## src/rtl/fault_detector.sv

```systemverilog
// Fault detector: flags illegal opcodes, inconsistent control bundles and a stuck ALU result,
// reports each event once per hold/blank recovery window and checkpoints the last clean-commit PC.
module fault_detector #(
    parameter int unsigned STUCK_LIMIT = 16,
    parameter int unsigned FAULT_HOLD  = 2,
    parameter int unsigned XLEN        = 32
) (
    input  logic            clk,
    input  logic            reset,
    input  logic            instr_valid,
    input  logic [XLEN-1:0] instr,
    input  logic [7:0]      ctrl_bus,
    input  logic [XLEN-1:0] alu_result,
    input  logic            commit,
    input  logic [XLEN-1:0] pc_current,
    output logic            illegal_opcode,
    output logic            invalid_control,
    output logic            stuck_at_fault,
    output logic [XLEN-1:0] pc_saved,
    output logic [7:0]      fault_count
);

    localparam int unsigned CNT_W  = 8;
    localparam int unsigned HOLD_W = 4;
    // The compare that moves the counter onto STUCK_LIMIT-1 is the one that declares the fault.
    localparam logic [CNT_W-1:0]  STUCK_HIT = CNT_W'(STUCK_LIMIT - 2);
    localparam logic [CNT_W-1:0]  STUCK_SAT = CNT_W'(STUCK_LIMIT);
    localparam logic [HOLD_W-1:0] HOLD_INIT = HOLD_W'(FAULT_HOLD - 1);
    localparam logic [7:0]        COUNT_MAX = 8'hFF;

    typedef enum logic [1:0] {
        ST_MONITOR = 2'd0,
        ST_HOLD    = 2'd1,
        ST_BLANK   = 2'd2
    } state_t;

    state_t            state_q;
    state_t            state_d;
    logic [CNT_W-1:0]  stuck_cnt;
    logic [XLEN-1:0]   last_result;
    logic [HOLD_W-1:0] hold_cnt;
    logic [HOLD_W-1:0] hold_cnt_d;
    logic [2:0]        flags_d;
    logic [XLEN-1:0]   pc_saved_d;
    logic [7:0]        fault_count_d;

    logic reg_write;
    logic mem_write;
    logic mem_read;
    logic branch;
    logic jump;
    logic mem_to_reg;
    logic opcode_known;
    logic illegal_c;
    logic invalid_c;
    logic result_match;
    logic stuck_c;
    logic detect_c;
    logic unused_bits;

    assign reg_write  = ctrl_bus[6];
    assign mem_write  = ctrl_bus[5];
    assign mem_read   = ctrl_bus[4];
    assign branch     = ctrl_bus[3];
    assign jump       = ctrl_bus[2];
    assign mem_to_reg = ctrl_bus[0];

    // pc_write, alu_src and the upper instruction bits play no part in classification
    assign unused_bits = ^{ctrl_bus[7], ctrl_bus[1], instr[XLEN-1:7]};

    always_comb begin
        opcode_known = 1'b0;
        case (instr[6:0])
            7'b0110011, 7'b0010011, 7'b0000011, 7'b0100011, 7'b1100011,
            7'b1101111, 7'b1100111, 7'b0110111, 7'b0010111, 7'b1110011:
                opcode_known = 1'b1;
            default:
                opcode_known = 1'b0;
        endcase
    end

    assign illegal_c = instr_valid & ((instr[1:0] != 2'b11) | ~opcode_known);

    assign invalid_c = instr_valid & ((mem_write & mem_read)
                                    | (mem_write & reg_write)
                                    | (branch & jump)
                                    | (mem_to_reg & ~mem_read)
                                    | (mem_read & ~reg_write));

    assign result_match = (alu_result == last_result);
    assign stuck_c      = instr_valid & result_match & (stuck_cnt == STUCK_HIT);

    // Only MONITOR may open a new event; HOLD and BLANK mask every detector.
    assign detect_c = (state_q == ST_MONITOR) & (illegal_c | invalid_c | stuck_c);

    // Stuck-at tracker runs in every FSM state so a long run is not lost during recovery
    always_ff @(posedge clk) begin
        if (reset) begin
            stuck_cnt   <= '0;
            last_result <= '0;
        end else if (instr_valid) begin
            last_result <= alu_result;
            if (stuck_c || !result_match) begin
                stuck_cnt <= '0;
            end else if (stuck_cnt != STUCK_SAT) begin
                stuck_cnt <= stuck_cnt + CNT_W'(1);
            end
        end
    end

    always_ff @(posedge clk) begin
        if (reset) begin
            state_q <= ST_MONITOR;
        end else begin
            state_q <= state_d;
        end
    end

    always_comb begin
        state_d = state_q;
        case (state_q)
            ST_MONITOR: if (detect_c) state_d = ST_HOLD;
            ST_HOLD:    if (hold_cnt == '0) state_d = ST_BLANK;
            ST_BLANK:   state_d = ST_MONITOR;
            default:    state_d = ST_MONITOR;
        endcase
    end

    // Next values of the registered outputs and the hold timer
    always_comb begin
        flags_d       = {illegal_opcode, invalid_control, stuck_at_fault};
        hold_cnt_d    = hold_cnt;
        pc_saved_d    = pc_saved;
        fault_count_d = fault_count;
        case (state_q)
            ST_MONITOR: begin
                if (detect_c) begin
                    flags_d    = {illegal_c, invalid_c, stuck_c};
                    hold_cnt_d = HOLD_INIT;
                    if (fault_count != COUNT_MAX) begin
                        fault_count_d = fault_count + 8'd1;
                    end
                end else begin
                    flags_d = 3'b000;
                    if (commit) begin
                        pc_saved_d = pc_current;
                    end
                end
            end
            ST_HOLD: begin
                if (hold_cnt == '0) begin
                    flags_d = 3'b000;
                end else begin
                    hold_cnt_d = hold_cnt - HOLD_W'(1);
                end
            end
            ST_BLANK: begin
                flags_d = 3'b000;
            end
            default: begin
                flags_d = 3'b000;
            end
        endcase
    end

    always_ff @(posedge clk) begin
        if (reset) begin
            illegal_opcode  <= 1'b0;
            invalid_control <= 1'b0;
            stuck_at_fault  <= 1'b0;
            hold_cnt        <= '0;
            pc_saved        <= '0;
            fault_count     <= '0;
        end else begin
            {illegal_opcode, invalid_control, stuck_at_fault} <= flags_d;
            hold_cnt    <= hold_cnt_d;
            pc_saved    <= pc_saved_d;
            fault_count <= fault_count_d;
        end
    end

endmodule
```

## config.mk

```make
export PLATFORM = sky130hd
export DESIGN_NAME = fault_detector
export DESIGN_NICKNAME = d
export VERILOG_FILES = /design/src/rtl/fault_detector.sv
export SDC_FILE = /design/constraint.sdc
export NUM_CORES = 1
export LEC_CHECK = 0
export CAP_MARGIN = 15
export CELL_PAD_IN_SITES_DETAIL_PLACEMENT = 0
export CELL_PAD_IN_SITES_GLOBAL_PLACEMENT = 1
export CORE_ASPECT_RATIO = 0.7
export CORE_MARGIN = 2
export CORE_UTILIZATION = 35
export DETAILED_ROUTE_END_ITERATION = 12
export PLACE_DENSITY = 0.85
export REMOVE_ABC_BUFFERS = 1
export SYNTH_ARGS = -nofsm -noshare
export SYNTH_HDL_FRONTEND = slang
export SYNTH_SLANG_ARGS = --single-unit
```

## constraint.sdc

```tcl
create_clock -name clk -period 2.9 [get_ports clk]
set_input_delay 0.29 -clock clk [delete_from_list [all_inputs] [get_ports clk]]
set_output_delay 0.29 -clock clk [all_outputs]
set_load 0.03 [all_outputs]
```

==> flow_summary.toml <==
[setup_path]
path_class = "primary input to flop"
cp_slowest_stage_delay_ps = 470
cpMaxStageDelayCell = "clkdlybuf4s50_1"
crit_arrival_ps = 2710
crit_chain = "clkdlybuf4s50_1 -> mux2_1 -> a221oi_2 -> a41oi_1 -> a31oi_2 -> and3_2 -> buf_12 -> mux2i_1"
critPathLaunchType = "primary input"
crit_path_end_kind = "flop"
path_buf_inv = 2
reg2regPathDepth = 7
r2r-end = "pc_saved[7]"
cp_num_cells = 8
rrSetupSlack_ps = 680
crit_family = "compound AO/OA/AOI/OAI gates"
crit_fanout = 32
r2r_start = "last_result[26]"
crit_required_ps = 3150

[global_route]
grt_max_degree = 65
grt_antenna_before_repair = 0
grt_use_total_pct = 15.9
grt_pass1_vias = 3401
overflow = 0
grt_pass1_wl_mm = 16.5

[timing]
period_share_pct = 84.6
min_period_ps = 2450
setup_violations = 0
slew_viol_final = 0
fmax_mhz = 408
rsz0062_at_grt = "false"
relSlewSlack_pct = 62.2
final-hold-violation-count = 0
finClkSkew_ps = 10.8
tightestPinTransition_ps = 566
fin_ws_ps = 448
final.setup.tns_ps = 0

[die]
die_height_um = 95.5
core_um2 = 11700
die_area_um2 = 12900
pin_count = 151
num_rows = 33
die_w_um = 135
initial_core_util_pct = 35.9

[worst_hold_path]
hold_class = "primary input to flop"
holdPathEnd = "last_result[31]"
worstHoldStart = "reset"
hold_depth = 2

[yosys]
synthFlopType = "dfxtp_1"
syn_area_um2 = 4190
synth_cell_types = 50
synth_edf_count = 0
syn_inst = 460
yosysTopAreaCell = "dfxtp_1"
ys_seq_area_share_pct = 42.5
synthArstFlopShare_pct = 0
yosysTopAreaCellShare_pct = 42.5
synth_area_leaders = "dfxtp_1 43%, mux2i_1 15%, xnor2_1 6.9%"
ys_warn_count = 0
synth_area_per_cell_um2 = 9.11
ys_seq_elements = 89

[route]
first_pass_iters = 4
drcViolationCount = 0
wl_mm = 10.3
wl_per_cell_um = 13.9
drtIter0Drc = 145
vias = 3566
viasPerCell = 4.83
ant_nets = 0

[finish]
final_layout_size_suffix_gt1_share_pct = 5.67
design_area_um2 = 5860
antenna_cells = 0
layout_common_cells = "121 x clkdlybuf4s50_1, 89 x dfxtp_1, 75 x nand2_1"
final_common_cell = "clkdlybuf4s50_1"
syn_to_final_growth_pct = 39.9
fillCellCount = 1073
seqCellArea_um2 = 1780
multi_input_area_um2 = 2260
fin_nets = 691

[clock_network]
numClockSinks = 89
htreeDepth = 3
cts_max_path_buffers = 2
clkSlewWorstSetupHoldPaths_ps = 70
cts_inserted_buffers = 9
cts_tree = "done"
clock_latency_ps = 340
postCtsHoldBufs = 0
post_cts_buffers = 0
cts_root_buffer = "clkbuf_16"
cts_resized = 0

[pwr]
leakage_nw = 2.25
power_density_nw_per_um2 = 526
total_power_mw = 3.08
ir_worst_vdd_uv = 396

[outcome]
status = "complete, no violations"

[placed_design]
place_area_um2 = 5540
portBuffers = 123
dpl_worst_slack_ps = 71.3
dp_hpwl_mm = 7.64
place_congestion = 0.825

[job]
drv_cap = 0
==> metrics by stage <==
step | util (%) | cells | hold WS (ps)
floorplan | - | 438 | 359
global placement | 47.4 | 723 | 442
detailed placement | 47.4 | 723 | 448
CTS | 50.2 | 739 | 412
global route | 50.2 | 739 | 444
finish | 50.2 | 739 | 426
==> flip-flops by register name, summed over array words and instances, names as in the netlist <==
register         flops
fault_count          8
hold_cnt             4
illegal_opcode       1
invalid_control      1
last_result         32
pc_saved            32
state_q              2
stuck_at_fault       1
stuck_cnt            8
==> cells in the mapped netlist, types with 2 or more instances <==
cell       instances
a21o_1             3
a21oi_1           10
a2bb2oi_1          2
a31oi_1            4
a41oi_1            2
and2_1             2
and3_1             4
buf_1              6
buf_2              2
buf_6              4
clkbuf_1          10
dfxtp_1           89
ha_1               6
inv_1              9
mux2_1             5
mux2i_1           64
nand2_1           75
nand2b_1           2
nand3_1           12
nand3b_1           2
nand4_1           16
nor2_1            52
nor2b_1            7
nor3_1             6
nor4_1             2
nor4_2             2
o21ai_0            4
xnor2_1           33
xor2_1             4
==> area by class of cell <==
type                    count  area share, %
repair buffers            128           21.7
multi-input cells         339           38.5
flip-flops and latches     89           30.4
clock inverters             4          0.854
inverters                  10          0.640
clock buffers              12           4.55
well taps                 157           3.35
==> metal layers <==
layer / wire length [um] / part of all wire (%) / up-vias / global-route usage, %
met5: 0 / 0 / - / 0
met4: 99 / 0.96 / 0 / 4.04
met3: 466 / 4.5 / 9 / 3.83
met2: 4720 / 46 / 62 / 25.6
met1: 4980 / 48 / 1684 / 21.5
li1: - / - / 1811 / -
==> logic make-up after synthesis <==
kind of cell / Yosys count / synth area share (%)
buffers and inverters: 32 / 3.64
XOR/XNOR: 37 / 7.73
flip-flops: 89 / 42.5
AO/OA/AOI/OAI: 38 / 6.57
adder cells (fa/ha/maj): 6 / 1.79
multiplexers: 70 / 16.9
AND/OR/NAND/NOR: 188 / 20.8
==> power by group <==
| part | internal [mW] | switching (mW) |
|---|---|---|
| Sequential | 1.29 | 0.0439 |
| Clock | 0.737 | 0.479 |
| Combinational | 0.273 | 0.262 |
==> worst max-delay path by stage <==
stage	start	endpoint	slack, ps
after global placement	ctrl_bus[6]	pc_saved[10]	190
after detailed placement	ctrl_bus[6]	pc_saved[2]	70
final	ctrl_bus[6]	pc_saved[31]	450
after global routing	instr[6]	pc_saved[2]	310
after floorplan	ctrl_bus[6]	pc_saved[0]	160
after CTS	ctrl_bus[6]	pc_saved[31]	430
Power figures use the tool's default switching activity.
